--- config.mk ---
export PLATFORM = sky130hd
export DESIGN_NAME = alu_issue_arbiter_flat
export DESIGN_NICKNAME = d
export VERILOG_FILES = /design/src/rtl/alu_issue_arbiter_if.sv /design/src/rtl/alu_issue_arbiter.sv /design/src/flat_wrapper.sv
export SDC_FILE = /design/constraint.sdc
export NUM_CORES = 1
export LEC_CHECK = 0
export BUFFER_PORTS_ARGS = -buffer_cell sky130_fd_sc_hd__clkbuf_2
export CORE_MARGIN = 2
export CORE_UTILIZATION = 41
export CTS_BUF_LIST = sky130_fd_sc_hd__clkbuf_8
export CTS_CLUSTER_SIZE = 10
export DETAILED_ROUTE_END_ITERATION = 6
export PLACE_DENSITY = 0.79
export SLEW_MARGIN = 15
export SYNTH_ARGS = -nofsm -noshare
export SYNTH_HDL_FRONTEND = slang
export SYNTH_SLANG_ARGS = --single-unit
--- constraint.sdc ---
create_clock -name clk -period 1.4 [get_ports clk]
set_input_delay 0.28 -clock clk [delete_from_list [all_inputs] [get_ports clk]]
set_output_delay 0.28 -clock clk [all_outputs]
set_load 0.03 [all_outputs]
--- src/rtl/alu_issue_arbiter_if.sv ---
// Bundle of the request, ALU and response channels around alu_issue_arbiter.
//   req_valid/req_ready : per-requester handshake, packed op/a/b per requester
//   alu_op_*            : operands driven to the shared combinational ALU
//   alu_out/alu_*flags  : ALU result and flags returned to the arbiter
//   resp_*              : valid/ready response channel tagged with requester id
//   busy                : arbiter is not idle
// slave  = arbiter side, master = issue/ALU/consumer side.
interface alu_issue_arbiter_if #(
  parameter int unsigned NUM_REQ = 2,
  parameter int unsigned ID_W    = 1
);
  logic [NUM_REQ-1:0]    req_valid;
  logic [NUM_REQ-1:0]    req_ready;
  logic [5*NUM_REQ-1:0]  req_op;
  logic [32*NUM_REQ-1:0] req_a;
  logic [32*NUM_REQ-1:0] req_b;

  logic [4:0]            alu_op_code;
  logic [31:0]           alu_op_a;
  logic [31:0]           alu_op_b;
  logic [31:0]           alu_out;
  logic                  alu_carry;
  logic                  alu_overflow;
  logic                  alu_parity;
  logic                  alu_neg;

  logic                  resp_valid;
  logic                  resp_ready;
  logic [ID_W-1:0]       resp_id;
  logic [31:0]           resp_data;
  logic [4:0]            resp_flags;
  logic                  resp_err;
  logic                  busy;

  modport slave (
    input  req_valid, req_op, req_a, req_b,
    input  alu_out, alu_carry, alu_overflow, alu_parity, alu_neg,
    input  resp_ready,
    output req_ready, alu_op_code, alu_op_a, alu_op_b,
    output resp_valid, resp_id, resp_data, resp_flags, resp_err, busy
  );

  modport master (
    output req_valid, req_op, req_a, req_b,
    output alu_out, alu_carry, alu_overflow, alu_parity, alu_neg,
    output resp_ready,
    input  req_ready, alu_op_code, alu_op_a, alu_op_b,
    input  resp_valid, resp_id, resp_data, resp_flags, resp_err, busy
  );
endinterface

--- src/rtl/alu_issue_arbiter.sv ---
// Round-robin arbiter sharing one combinational 32-bit ALU among NUM_REQ requesters.
// Ports:
//   clk   : system clock, rising edge
//   rst_n : asynchronous active-low reset
//   bus   : alu_issue_arbiter_if.slave (request, ALU and response channels)
// Flow: IDLE grants and latches one op into the ALU input registers, EXEC captures the
// ALU result/flags one cycle later, RESP holds the tagged response until accepted.
module alu_issue_arbiter #(
  parameter int unsigned NUM_REQ = 2,
  parameter int unsigned ID_W    = 1
) (
  input logic                 clk,
  input logic                 rst_n,
  alu_issue_arbiter_if.slave  bus
);

  typedef enum logic [1:0] {StIdle, StExec, StResp} state_e;

  localparam logic [NUM_REQ-1:0] ReqOne    = NUM_REQ'(1);
  localparam logic [ID_W-1:0]    LastReset = ID_W'(NUM_REQ - 1);
  localparam logic [4:0]         OpAdd     = 5'd16;
  localparam logic [4:0]         OpSub     = 5'd17;

  state_e          state_q, state_d;
  // last_grant doubles as the pending id: it is written on every transfer and not
  // touched again until the next IDLE transfer.
  logic [ID_W-1:0] last_grant_q, last_grant_d;
  logic [4:0]      alu_op_code_q, alu_op_code_d;
  logic [31:0]     alu_op_a_q, alu_op_a_d;
  logic [31:0]     alu_op_b_q, alu_op_b_d;
  logic            resp_valid_q, resp_valid_d;
  logic [ID_W-1:0] resp_id_q, resp_id_d;
  logic [31:0]     resp_data_q, resp_data_d;
  logic [4:0]      resp_flags_q, resp_flags_d;
  logic            resp_err_q, resp_err_d;
  logic            busy_q, busy_d;

  logic               grant_vld;
  logic [ID_W-1:0]    grant_idx;
  logic [NUM_REQ-1:0] req_ready;
  logic [NUM_REQ-1:0] valid_rot;
  logic [31:0]        search_idx;
  logic [4:0]         op_sel;
  logic [31:0]        a_sel;
  logic [31:0]        b_sel;
  logic               op_reserved;
  logic               carry_ok;

  // Search from last_grant+1 with wrap; first valid requester wins.
  always_comb begin
    grant_vld  = 1'b0;
    grant_idx  = '0;
    valid_rot  = '0;
    search_idx = '0;
    for (int unsigned k = 1; k <= NUM_REQ; k++) begin
      search_idx = (32'(last_grant_q) + k) % NUM_REQ;
      valid_rot  = bus.req_valid >> search_idx;
      if (!grant_vld && valid_rot[0]) begin
        grant_vld = 1'b1;
        grant_idx = ID_W'(search_idx);
      end
    end
  end

  // Gated by rst_n so req_ready reads 0 while reset is held.
  always_comb begin
    req_ready = '0;
    if (rst_n && (state_q == StIdle) && grant_vld) begin
      req_ready = ReqOne << grant_idx;
    end
  end

  always_comb begin
    op_sel = 5'(bus.req_op >> (32'd5 * 32'(grant_idx)));
    a_sel  = 32'(bus.req_a >> (32'd32 * 32'(grant_idx)));
    b_sel  = 32'(bus.req_b >> (32'd32 * 32'(grant_idx)));
  end

  // Reserved op codes: 9-15 and 20-31.
  always_comb begin
    op_reserved = ((alu_op_code_q >= 5'd9) && (alu_op_code_q <= 5'd15)) ||
                  (alu_op_code_q >= 5'd20);
    // The ALU carry line is only meaningful for ADD/SUB; otherwise it is stale.
    carry_ok    = (alu_op_code_q == OpAdd) || (alu_op_code_q == OpSub);
  end

  always_comb begin
    state_d       = state_q;
    last_grant_d  = last_grant_q;
    alu_op_code_d = alu_op_code_q;
    alu_op_a_d    = alu_op_a_q;
    alu_op_b_d    = alu_op_b_q;
    resp_valid_d  = resp_valid_q;
    resp_id_d     = resp_id_q;
    resp_data_d   = resp_data_q;
    resp_flags_d  = resp_flags_q;
    resp_err_d    = resp_err_q;

    case (state_q)
      StIdle: begin
        if (grant_vld) begin
          alu_op_code_d = op_sel;
          alu_op_a_d    = a_sel;
          alu_op_b_d    = b_sel;
          last_grant_d  = grant_idx;
          state_d       = StExec;
        end
      end
      StExec: begin
        resp_data_d  = bus.alu_out;
        resp_flags_d = {(bus.alu_out == 32'd0), bus.alu_neg, bus.alu_parity,
                        bus.alu_overflow, (carry_ok & bus.alu_carry)};
        resp_err_d   = op_reserved;
        resp_id_d    = last_grant_q;
        resp_valid_d = 1'b1;
        state_d      = StResp;
      end
      StResp: begin
        if (bus.resp_ready) begin
          resp_valid_d  = 1'b0;
          alu_op_code_d = 5'd0;
          alu_op_a_d    = 32'd0;
          alu_op_b_d    = 32'd0;
          state_d       = StIdle;
        end
      end
      default: state_d = StIdle;
    endcase

    busy_d = (state_d != StIdle);
  end

  always_ff @(posedge clk or negedge rst_n) begin
    if (!rst_n) begin
      state_q       <= StIdle;
      last_grant_q  <= LastReset;
      alu_op_code_q <= 5'd0;
      alu_op_a_q    <= 32'd0;
      alu_op_b_q    <= 32'd0;
      resp_valid_q  <= 1'b0;
      resp_id_q     <= '0;
      resp_data_q   <= 32'd0;
      resp_flags_q  <= 5'd0;
      resp_err_q    <= 1'b0;
      busy_q        <= 1'b0;
    end else begin
      state_q       <= state_d;
      last_grant_q  <= last_grant_d;
      alu_op_code_q <= alu_op_code_d;
      alu_op_a_q    <= alu_op_a_d;
      alu_op_b_q    <= alu_op_b_d;
      resp_valid_q  <= resp_valid_d;
      resp_id_q     <= resp_id_d;
      resp_data_q   <= resp_data_d;
      resp_flags_q  <= resp_flags_d;
      resp_err_q    <= resp_err_d;
      busy_q        <= busy_d;
    end
  end

  assign bus.req_ready   = req_ready;
  assign bus.alu_op_code = alu_op_code_q;
  assign bus.alu_op_a    = alu_op_a_q;
  assign bus.alu_op_b    = alu_op_b_q;
  assign bus.resp_valid  = resp_valid_q;
  assign bus.resp_id     = resp_id_q;
  assign bus.resp_data   = resp_data_q;
  assign bus.resp_flags  = resp_flags_q;
  assign bus.resp_err    = resp_err_q;
  assign bus.busy        = busy_q;

endmodule

--- src/flat_wrapper.sv ---
// flat-port wrapper written by rule: the top's interface ports become plain ports
module alu_issue_arbiter_flat 
#(
  parameter int unsigned NUM_REQ = 2,
  parameter int unsigned ID_W    = 1
)
  (clk, rst_n, bus_req_valid, bus_req_op, bus_req_a, bus_req_b, bus_alu_out, bus_alu_carry, bus_alu_overflow, bus_alu_parity, bus_alu_neg, bus_resp_ready, bus_req_ready, bus_alu_op_code, bus_alu_op_a, bus_alu_op_b, bus_resp_valid, bus_resp_id, bus_resp_data, bus_resp_flags, bus_resp_err, bus_busy);
  alu_issue_arbiter_if #(.NUM_REQ(NUM_REQ), .ID_W(ID_W)) bus_i ();
  input logic clk;
  input logic rst_n;
  input wire logic [$bits(bus_i.req_valid)-1:0] bus_req_valid;
  input wire logic [$bits(bus_i.req_op)-1:0] bus_req_op;
  input wire logic [$bits(bus_i.req_a)-1:0] bus_req_a;
  input wire logic [$bits(bus_i.req_b)-1:0] bus_req_b;
  input wire logic [$bits(bus_i.alu_out)-1:0] bus_alu_out;
  input wire logic [$bits(bus_i.alu_carry)-1:0] bus_alu_carry;
  input wire logic [$bits(bus_i.alu_overflow)-1:0] bus_alu_overflow;
  input wire logic [$bits(bus_i.alu_parity)-1:0] bus_alu_parity;
  input wire logic [$bits(bus_i.alu_neg)-1:0] bus_alu_neg;
  input wire logic [$bits(bus_i.resp_ready)-1:0] bus_resp_ready;
  output wire logic [$bits(bus_i.req_ready)-1:0] bus_req_ready;
  output wire logic [$bits(bus_i.alu_op_code)-1:0] bus_alu_op_code;
  output wire logic [$bits(bus_i.alu_op_a)-1:0] bus_alu_op_a;
  output wire logic [$bits(bus_i.alu_op_b)-1:0] bus_alu_op_b;
  output wire logic [$bits(bus_i.resp_valid)-1:0] bus_resp_valid;
  output wire logic [$bits(bus_i.resp_id)-1:0] bus_resp_id;
  output wire logic [$bits(bus_i.resp_data)-1:0] bus_resp_data;
  output wire logic [$bits(bus_i.resp_flags)-1:0] bus_resp_flags;
  output wire logic [$bits(bus_i.resp_err)-1:0] bus_resp_err;
  output wire logic [$bits(bus_i.busy)-1:0] bus_busy;
  assign bus_i.req_valid = bus_req_valid;
  assign bus_i.req_op = bus_req_op;
  assign bus_i.req_a = bus_req_a;
  assign bus_i.req_b = bus_req_b;
  assign bus_i.alu_out = bus_alu_out;
  assign bus_i.alu_carry = bus_alu_carry;
  assign bus_i.alu_overflow = bus_alu_overflow;
  assign bus_i.alu_parity = bus_alu_parity;
  assign bus_i.alu_neg = bus_alu_neg;
  assign bus_i.resp_ready = bus_resp_ready;
  assign bus_req_ready = bus_i.req_ready;
  assign bus_alu_op_code = bus_i.alu_op_code;
  assign bus_alu_op_a = bus_i.alu_op_a;
  assign bus_alu_op_b = bus_i.alu_op_b;
  assign bus_resp_valid = bus_i.resp_valid;
  assign bus_resp_id = bus_i.resp_id;
  assign bus_resp_data = bus_i.resp_data;
  assign bus_resp_flags = bus_i.resp_flags;
  assign bus_resp_err = bus_i.resp_err;
  assign bus_busy = bus_i.busy;
  alu_issue_arbiter #(.NUM_REQ(NUM_REQ), .ID_W(ID_W)) u_core (.clk(clk), .rst_n(rst_n), .bus(bus_i));
endmodule
==> key figures <==
Power
  – NetSw: 0.00841 W
  – Sw frac: 44.8%
  – Combinational Power Share: 54.9%
  – Flop pwr share: 31.1%
  – Leak pwr: 3.85 nW
  – Power Total: 0.0188 W
  – Power per standard cell area: 2460 mW/mm^2
  – Clock network power share: 13.9%
  – Peak supply drop: 0.00189 V
  – Pint: 0.0104 W

Global route
  – Total track usage: 22.3%
  – Initial antenna violation count: 0
  – Vias in the first global route: 4505
  – First-pass GRT wire length: 22400 um
  – Pin count of the biggest net entering global routing: 63
  – Total gr overflow: 0

Critical path
  – Crit path cell chain: nor2_4, nand2_4, buf_12, nor3b_4, clkbuf_8
  – WP buf/inv: 2
  – Crit Path Class: flip-flop to output port
  – Cell family with the largest share of critical-path delay: simple AND/OR/NAND/NOR gates
  – Slowest stage cell, crit path: dfrtp_1
  – Critical Path Start Type: flip-flop
  – Nature of the critical path endpoint: output port
  – Max FO, Critical Path: 3
  – WP data required: 1.12 ns
  – Slowest cell delay on critical path: 0.41 ns
  – CP arrival: 1.59 ns

Placement
  – Dpl cell area: 0.00675 mm^2
  – Cells after DPL: 788
  – HPWL after DPL: 10400 um
  – Place WS: -0.119 ns
  – RePlAce Congestion: 0.793
  – IO Port Bufs: 290

Clock network
  – CTS tree: done
  – Clock sink count: 113
  – Clock Latency Late Sink: 0.42 ns
  – Inserted Clock Buffers: 17
  – Clock transition at path regs: 0.06 ns
  – CTS H-tree lvls: 4
  – Clock Root Buffer: clkbuf_8
  – Max clock buf depth: 2

STA
  – Post-route setup TNS: -4.34 ns
  – Setup repair after global routing missed its margin: true
  – Final Hold Viols: 0
  – Worst-margin pin slew: 0.800 ns
  – Final worst slack: -0.471 ns
  – Max-slew headroom: 46.6%
  – Final setup fails: 71
  – Fmax: 535 MHz
  – Clock Skews: 0.00746 ns
  – Tmin final: 1.87 ns
  – Final Cycle Share: 134%
  – Max Slew Vio Count: 0

Final layout
  – Layout Area Growth over Synthesis: 54.2%
  – Finished Layout Cells: 836
  – Share of layout cells above drive strength 1: 61.4%
  – Most common cell after layout, fill and taps aside: clkbuf_2
  – Commonest non-fill, non-tap cells in the layout: clkbuf_2, dfrtp_1, o2bb2ai_1
  – # diodes: 0
  – Net total in the final layout: 857
  – Cell area after layout: 0.00764 mm^2

Outcome
  – Status: finished with violations
  – Failing checks: negative setup slack

Detailed routing
  – Post-DRT Antenna Nets: 0
  – Vias: 4362
  – DRC Markers: 0
  – Post-Route WL: 15100 um
  – Vias per cell: 5.22
  – Drt initial violations: 172
  – Avg WL per Cell: 18.1 um
  – First drt pass iteration count: 4

Floorplan
  – Die extent in x: 114 um
  – Die height: 114 um
  – Initial Utilization: 41.6%
  – Die ar.: 0.0130 mm^2
  – Area of the core: 0.0119 mm^2
  – # IOs: 291
  – Row cnt: 40

Logic synthesis
  – Syn Nets: 530
  – Post-synthesis cell count: 351
  – Post-synthesis average cell area: 14.1 um^2
  – Post-synthesis register bit count: 113
  – Top cell type by total area after synthesis: dfrtp_1
  – Synthesized cell area: 0.00495 mm^2
  – Ys Warns: 0
  – Top-area cell type share of the netlist area: 56.6%
  – Cell variety after synth: 29
  – Register area share after synthesis: 57.1%
  – Synth top area cells: dfrtp_1, mux2i_1, o2bb2ai_1

Hold path
  – HP Class: input pin to asynchronous set/reset pin

Flow run
  – Max_cap viols: 0
[worst paths after layout]
path	from	endpoint	slack [ns]	cells after the start
min reg2reg	u_core.bus.alu_op_b[5]$_DFFE_PN0P_	u_core.bus.alu_op_b[5]$_DFFE_PN0P_	0.49	1
max	u_core.state_q[0]$_DFF_PN0_	bus_req_ready[0]	-0.47	5
max in group asynchronous	rst_n	u_core.last_grant_q$_DFFE_PN1P_	0.58	3
min	rst_n	u_core.state_q[0]$_DFF_PN0_	0.08	2
max reg2reg	u_core.last_grant_q$_DFFE_PN1P_	u_core.bus.alu_op_a[30]$_DFFE_PN0P_	-0.09	6
min in group clk	bus_alu_out[29]	u_core.bus.resp_data[29]$_DFFE_PN0P_	0.09	2
[area by class of cell]
cell class | count | area (um^2)
clock buffers | 18 | 248
clock inverters | 12 | 81.3
fillers | 931 | 4270
repair buffers | 335 | 2150
flip-flops and latches | 113 | 2830
inverters | 2 | 7.51
multi-input cells | 209 | 2140
well taps | 147 | 184
[kinds of logic (layout without fill, tap and decap cells)]
logic type,after synthesis,after routing,share of synthesized area (%)
mux,106,106,22.4
flops,113,113,57.1
simple gates,24,24,2.78
compound gates,79,79,13.8
buf+inv,29,367,3.89
[synth_stat cells (all sizes together)]
library cell / instances
a21boi: 1
a21oi: 1
a2bb2oi: 1
and3: 1
buf: 27
dfrtp: 112
dfstp: 1
inv: 2
mux2: 37
mux2i: 69
nand2: 5
nand2b: 3
nand4: 2
nor2: 2
nor3b: 1
nor4: 8
o21ai: 4
o22ai: 1
o2bb2ai: 69
o31a: 1
o31ai: 1
or2: 1
or4: 1
[registers in the layout (all words and copies together) (netlist names)]
name                    flops
u_core.bus.alu_op_a        32
u_core.bus.alu_op_b        32
u_core.bus.resp_data       32
u_core.bus.alu_op_code      5
u_core.bus.resp_flags       5
u_core.state_q              2
u_core.bus.busy             1
u_core.bus.resp_err         1
u_core.bus.resp_id          1
u_core.bus.resp_valid       1
u_core.last_grant_q         1
[stage by stage]
stage / util, % / hold WS [ns]
finish: 64.1 / 0.0806
global route: 64.1 / 0.0606
CTS: 62.1 / 0.0477
detailed placement: 56.7 / 0.0998
global placement: 56.7 / 0.102
floorplan: - / -0.0156
[per-layer routing]
layer  wire [um]  vias up  GRT usage (%)
met2        8080      192           39.5
met1        5870     2141           26.6
li1            -     2006              -
met5           0        -              0
met4         247        0           8.29
met3         899       23           5.05
[power by group through the flow]
stage | clock network [W] | registers (W) | logic [W]
CTS | 0.00270 | 0.00580 | 0.00969
detailed placement | 0 | 0.00583 | 0.00925
floorplan | 0 | 0.00873 | 0.00316
finish | 0.00262 | 0.00585 | 0.0103
global placement | 0 | 0.00579 | 0.00898
global route | 0.00285 | 0.00602 | 0.0109
[what timing repair did]
action,in CTS,in global routing
hold endpoints to repair,50,0
endpoints found under the setup margin,34,75
hold buffers,1,0
cloned,4,4
resized for setup,30,42
setup buffers,8,5
pin swaps,66,7
Power figures use the tool's default switching activity.
